==> config.mk <==
export PLATFORM = sky130hd
export DESIGN_NAME = popcount_acc
export DESIGN_NICKNAME = d
export VERILOG_FILES = /design/src/rtl/bnna_pkg.sv /design/src/rtl/act_packer.sv /design/src/rtl/popcount_acc.sv
export SDC_FILE = /design/constraint.sdc
export NUM_CORES = 1
export LEC_CHECK = 0
export ABC_AREA = 0
export ABC_CLOCK_PERIOD_IN_PS = 6200
export CAP_MARGIN = 20
export CORE_ASPECT_RATIO = 1.5
export CORE_UTILIZATION = 55
export DETAILED_ROUTE_END_ITERATION = 6
export PLACE_DENSITY = 0.87
export SKIP_CTS_REPAIR_TIMING = 1
export SYNTH_ARGS = -nofsm -noshare
export SYNTH_HDL_FRONTEND = slang
export SYNTH_SLANG_ARGS = --single-unit
==> constraint.sdc <==
create_clock -name clk -period 6.2 [get_ports clk]
set_clock_uncertainty 0.2 [all_clocks]
set_input_delay 1.86 -clock clk [delete_from_list [all_inputs] [get_ports clk]]
set_output_delay 1.86 -clock clk [all_outputs]
set_load 0.01 [all_outputs]
==> src/rtl/bnna_pkg.sv <==
// Shared widths and types for the binary neural network popcount datapath.
package bnna_pkg;
   localparam int PCNT_W = 8;
   localparam int WORD_W = 64;
   localparam int ACC_W  = 16;

   typedef logic signed [PCNT_W-1:0] pcnt_t;
   typedef logic signed [ACC_W-1:0]  acc_t;
endpackage

==> src/rtl/act_packer.sv <==
// Packs one activation bit per completed neuron into an N_ACT-wide word and
// emits it when full or on flush; a flush never emits an empty word.
module act_packer
   import bnna_pkg::*;
#(
   parameter int N_ACT = WORD_W
) (
   input  logic             clk,
   input  logic             rst,
   input  logic             act_we,
   input  logic             act_bit,
   input  logic             flush,
   output logic [N_ACT-1:0] stream_o,
   output logic             o_val
);
   localparam int ACNT_W = (N_ACT > 1) ? $clog2(N_ACT) : 1;

   logic [N_ACT-1:0]  pack;
   logic [N_ACT-1:0]  pack_next;
   logic [ACNT_W-1:0] act_cnt;
   logic              emit;

   always_comb begin
      pack_next = pack;
      if (act_we) pack_next[act_cnt] = act_bit;
   end

   // A completing activation is folded in before the flush decision, so a
   // flush that coincides with a full word still produces a single emission.
   assign emit = (act_we && (act_cnt == ACNT_W'(N_ACT-1))) ||
                 (flush && ((act_cnt != '0) || act_we));

   always_ff @(posedge clk) begin
      if (rst) begin
         pack     <= '0;
         act_cnt  <= '0;
         stream_o <= '0;
         o_val    <= 1'b0;
      end else begin
         o_val <= emit;
         if (emit) begin
            stream_o <= pack_next;
            pack     <= '0;
            act_cnt  <= '0;
         end else if (act_we) begin
            pack    <= pack_next;
            act_cnt <= act_cnt + ACNT_W'(1);
         end
      end
   end
endmodule

==> src/rtl/popcount_acc.sv <==
// Accumulates signed popcount words per neuron, thresholds the sum and packs
// activations. Define POPCOUNT_ACC_SUM_EN to expose each final sum on sum_o/sum_val.
module popcount_acc
   import bnna_pkg::*;
#(
   parameter int N_WORDS = 4,
   parameter int N_ACT   = WORD_W
) (
   input  logic             clk,
   input  logic             rst,
   input  logic [7:0]       stream_i,
   input  logic             i_val,
   input  logic [15:0]      thr_i,
   input  logic             flush_i,
   output logic [N_ACT-1:0] stream_o,
   output logic             o_val
`ifdef POPCOUNT_ACC_SUM_EN
   ,
   output acc_t             sum_o,
   output logic             sum_val
`endif
);
   // Handshake: i_val is a pure valid with no backpressure; a word is taken on
   // every rising edge with i_val=1. o_val is a one-cycle pulse, no ready.
   localparam int CNT_W = (N_WORDS > 1) ? $clog2(N_WORDS) : 1;

   acc_t             acc;
   acc_t             sum;
   logic [CNT_W-1:0] word_cnt;
   logic             last_word;
   logic             act_bit;

   assign sum       = acc + acc_t'({{(ACC_W-PCNT_W){stream_i[PCNT_W-1]}}, stream_i});
   assign last_word = i_val && (word_cnt == CNT_W'(N_WORDS-1));
   assign act_bit   = (sum >= acc_t'(thr_i));

   always_ff @(posedge clk) begin
      if (rst) begin
         acc      <= '0;
         word_cnt <= '0;
      end else if (flush_i || last_word) begin
         acc      <= '0;
         word_cnt <= '0;
      end else if (i_val) begin
         acc      <= sum;
         word_cnt <= word_cnt + CNT_W'(1);
      end
   end

`ifdef POPCOUNT_ACC_SUM_EN
   always_ff @(posedge clk) begin
      if (rst) begin
         sum_o   <= '0;
         sum_val <= 1'b0;
      end else begin
         sum_val <= last_word;
         if (last_word) sum_o <= sum;
      end
   end
`endif

   act_packer #(.N_ACT(N_ACT)) u_packer (
      .clk      (clk),
      .rst      (rst),
      .act_we   (last_word),
      .act_bit  (act_bit),
      .flush    (flush_i),
      .stream_o (stream_o),
      .o_val    (o_val)
   );
endmodule

* Yosys cells after proc, flatten, opt, wreduce, memory -nomap -nowiden
Index checks and enable logic that the tools add are counted.
** Storage, ports and cells
- Register bits :: 153
- Output and inout bits :: 65
- Logic and storage cells :: 28
** Cells by class
- $add $sub $neg :: 3
- Magnitude comparators :: 3
- Equality and inequality tests :: 2
- Mux-type cells :: 4
- Reductions and logical operators :: 10
** Operator list (number)
- bitwise mux 64 bit :: 1
- 2-to-1 mux 64 bit :: 1
- adder 16 x 8 -> 16 bit :: 1
- greater-or-equal comparator 16 bit :: 1
- less-than comparator 6 x 7 -> 1 bit (second input constant) :: 1
- adder 6 x 1 -> 6 bit (second input constant) :: 1
- demux 1 bit (select 6 bit) :: 1
- == test 6 bit (second input constant) :: 1
- greater-or-equal comparator 6 x 1 -> 1 bit (second input constant) :: 1
- nonzero test 6 bit :: 1
- logical AND 1 bit :: 4
- OR reduction 2 bit :: 2
- logical OR 1 bit :: 3
- adder 2 x 1 -> 2 bit (second input constant) :: 1
- == test 2 bit (second input constant) :: 1
- 2-to-1 mux 1 bit :: 1

* Logic depth before layout (Yosys ltp)
- Depth after elaboration :: 6
- Depth in mapped cells :: 17
- Mapped depth without buffers :: 14

* Modules after synthesis
A second synthesis with hierarchy kept.
** Unflattened totals
- Cells, all modules :: 741
- Area total of the unflattened synthesis :: 7146.9 um^2
** By module, submodules not included
- act_packer :: times used 1, cells an instance 494, area each 5154.9 um^2, seq. area each 2702.6 um^2
- popcount_acc :: times used 1, cells an instance 247, area each 1991.9 um^2, seq. area each 360.3 um^2

* Worst setup path after synthesis
OpenSTA, ideal clock, no wires.
- Path kind :: input to register
- Start :: input port stream_i[0]
- End :: register u_packer.stream_o[55]
- Arrival :: 5244 ps
- Data required time :: 5933 ps
- Slack :: 689 ps
- Stages on the path :: 15
- Cells stage by stage :: ha_1 -> fa_1 -> a211oi_1 -> o21a_1 -> nor4_1 -> or4_1 -> and2_1 -> ha_1 -> and4_1 -> nand2_1 -> or4b_1 -> buf_6 -> buf_6 -> a41o_1 -> o21ai_2
** Between the ends
- Cells in the longest elaborated chain, start to end :: 4
** RTL lines
- start: declaration :: RTL line popcount_acc.sv:11 : input logic [7:0] stream_i,
- adder 16 x 8 -> 16 bit :: RTL line popcount_acc.sv:33 : assign sum = acc + acc_t'({{(ACC_W-PCNT_W){stream_i[PCNT_W-1]}}, stream_i});
- net sum[14] :: RTL line popcount_acc.sv:28 : acc_t sum;
- greater-or-equal comparator 16 bit :: RTL line popcount_acc.sv:35 : assign act_bit = (sum >= acc_t'(thr_i));
- bitwise mux 64 bit :: RTL line act_packer.sv:25 : if (act_we) pack_next[act_cnt] = act_bit;
- 2-to-1 mux 64 bit :: RTL line act_packer.sv:25
- end signal: assignment :: RTL line act_packer.sv:42 : stream_o <= pack_next;
- end: declaration :: RTL line act_packer.sv:13 : output logic [N_ACT-1:0] stream_o,
The timed path passes the listed nets, and every way through them passes these cells.
A chain may end at the register's enable or synchronous reset.

* Worst setup path after layout
- Start :: input port stream_i[0]
- End :: register u_packer.pack[25]
** Between the ends
- Cells in the longest elaborated chain, start to end :: 4
** RTL lines
- adder 16 x 8 -> 16 bit :: RTL line popcount_acc.sv:33
- net sum[14] :: RTL line popcount_acc.sv:28
- greater-or-equal comparator 16 bit :: RTL line popcount_acc.sv:35
- bitwise mux 64 bit :: RTL line act_packer.sv:25
- 2-to-1 mux 64 bit :: RTL line act_packer.sv:25
- end signal: assignment :: RTL line act_packer.sv:46 : pack <= pack_next;
- end: declaration :: RTL line act_packer.sv:18 : logic [N_ACT-1:0] pack;
The timed path passes the listed nets, and every way through them passes these cells.

==> metrics.csv <==
metric,value,unit
status,finished with violations,
violations,design-rule violations,
worstSetupPathType,in -> reg,
drive_gt1_share,9.42,%
grt_pass1_vias,6011,
fin_nets,943,
die-area,0.0134,mm^2
dpl_cell_area,0.00827,mm^2
async_flop_share,0,%
required,6.32,ns
period_share,96.3,%
critPathCaptureType,flip-flop,
p_leak,3.28,nW
drtPass1Iterations,7,
arrival,6.09,ns
ioPinCount,93,
muxShareOfSynthArea,1.83,%
synth-xor-area-share,2.21,%
final_core_util,70.4,%
ys_seq_elements,153,
max_cap_violations,0,
peakVddDrop,0.159,mV
clk_latency,0.42,ns
via_per_inst,6.08,
grt_max_degree,65,
drc,1,
yosysTopAreaCell,dfxtp_1,
layout_common_cells,"dfxtp_1, nor2_1, clkdlybuf4s50_1, a21oi_1, nand4_1",
n_antenna_cell,0,
crit_top_cell,ha_1,
routedWlPerCell,16.8,um
worstMarginPinSlew,1.07,ns
clock-sinks,153,
power_frac_seq,44.3,%
core_area,0.0126,mm^2
fin_total_pwr,2.24,mW
area_growth,24.2,%
clk_pin_slew,0.06,ns
row_count,50,
swShare,23.7,%
maxSlewViolCount,0,
io_buffers,92,
synth_edf_count,0,
netlist-cell-type-count,50,
synth_compound_area_share,18.5,%
cts_tree,yes,
antenna_left,0,
htree_levels,4,
vias,6368,
overflow,0,
syn-num-nets,859,
fmax,0.168,GHz
hpwl,11400,um
wl,17600,um
hold_viol,0,
cts_buffers,17,
clock-root-buffer,clkbuf_16,
crit_fanout,64,
fillers,899,
yosysWarnings,0,
rsz0062_at_grt,no,
start_kind,primary input,
setup-violations-final,0,
die_height,141,um
finalCriticalPeriod,5.97,ns
synth_top_area_share,43.0,%
p_switching,530,uW
slew_headroom,28.7,%
drt-initial-drc-count,579,
syn_area,0.00713,mm^2
path_cells,clkdlybuf4s50_1 -> ha_1 -> fa_1 -> a211oi_1 -> o21a_1 -> nor4_1 -> or4_1 -> and2_1 -> ha_1 -> and4_1 -> nand2_1 -> or4b_2 -> buf_12 -> nand4_1 -> nor3b_1,
place.gp.congestion,0.915,
grt_antenna_before_repair,0,
synth_ff_type,dfxtp_1,
cpPeakStageDelay,0.71,ns
synth-adder-area-share,6.25,%
initial_core_util,56.7,%
comb_power_share,9.3,%
grt_pass1_wl,29100,um
p_per_area,253,mW/mm^2
avgSynthCellArea,8.96,um^2
p_int,1.71,mW
synth_top_family_by_area,simple AND/OR/NAND/NOR gates,
postSynthCellCount,796,
final_cell_area,0.00885,mm^2
synth_area_leaders,"dfxtp_1, a22o_1, a21oi_1",
synthSimpleGateAreaFrac,22.5,%
die_w,95.0,um
clockBufferDepth,2,
min_path_type,reg -> reg,
final_common_cell,dfxtp_1,
clockPowerShare,46.4,%
slowest_stage,or4b_2,
grt_util_all_layers,27.5,%
yosysSeqAreaShare,43.0,%
-- power by group through the flow --
stage               registers (mW)  clock network [mW]  logic [mW]
global placement              1.01                   0       0.204
global route                 0.992                1.09       0.230
floorplan                     1.01                   0       0.131
CTS                          0.991                1.04       0.208
finish                       0.991                1.04       0.208
detailed placement            1.01                   0       0.207
-- flip-flops by register name (all words and copies together), names as in the netlist --
register and cells:
u_packer.pack 64, u_packer.stream_o 64, u_packer.act_cnt 6, word_cnt 2, acc 16, u_packer.o_val 1
-- cells by family after synthesis --
| kind of cell | after synthesis |
|---|---|
| AND/OR/NAND/NOR | 291 |
| flip-flops | 153 |
| multiplexers | 13 |
| AO/OA/AOI/OAI | 197 |
| XOR/XNOR | 18 |
| buffers and inverters | 89 |
| adder cells (fa/ha/maj) | 35 |
-- layout make-up --
class	count	area [um^2]	share of cell area [%]
well taps	156	195	2.20
clock buffers	19	433	4.89
multi-input cells	554	3670	41.4
repair buffers	130	1260	14.2
inverters	24	90.1	1.02
flip-flops and latches	153	3060	34.6
clock inverters	12	150	1.70
-- critical path: cells and delay by family --
| kind | cells | cell delay [ns] |
|---|---|---|
| AO/OA/AOI/OAI | 2 | 0.51 |
| buffers and inverters | 2 | 0.61 |
| adder cells (fa/ha/maj) | 3 | 0.93 |
| AND/OR/NAND/NOR | 8 | 2.11 |
-- layer usage --
| metal | share of wire (%) | track usage [%] | vias to the layer above |
|---|---|---|---|
| met5 | 0 | 0 | - |
| met4 | 2.6 | 9.97 | 0 |
| met3 | 6.3 | 5.73 | 44 |
| met2 | 51 | 48.3 | 263 |
| met1 | 40 | 32.5 | 3004 |
| li1 | - | - | 3057 |
-- final timing paths --
kind,startpoint,endpoint,slack (ns),cells after the start
max,stream_i[0],u_packer.pack[25],0.23,15
min,u_packer.stream_o[51],u_packer.stream_o[51],0.25,2
max reg2reg,acc[0],u_packer.pack[25],1.79,14
min reg2reg,u_packer.stream_o[51],u_packer.stream_o[51],0.25,2
-- through the flow --
stage	worst slack, ns	TNS [ns]	hold slack, ns	instances
CTS	0.309	0	0.250	1048
global route	0.0933	0	0.267	1048
finish	0.231	0	0.246	1048
global placement	-0.0490	-0.202	0.239	1017
detailed placement	-0.109	-2.00	0.241	1017
floorplan	0.689	0	0.249	796
-- cells in the mapped netlist, types with 10 or more instances --
library cell / instances
mux2i_1: 13
xnor2_1: 15
inv_1: 23
a22o_1: 54
dfxtp_1: 153
ha_1: 34
buf_2: 18
nand4_1: 57
a41o_1: 10
nor2_1: 101
o21ai_0: 16
clkbuf_1: 33
nor3b_1: 53
nand3_1: 11
nand2_1: 29
a21oi_1: 85
Power figures use the tool's default switching activity.
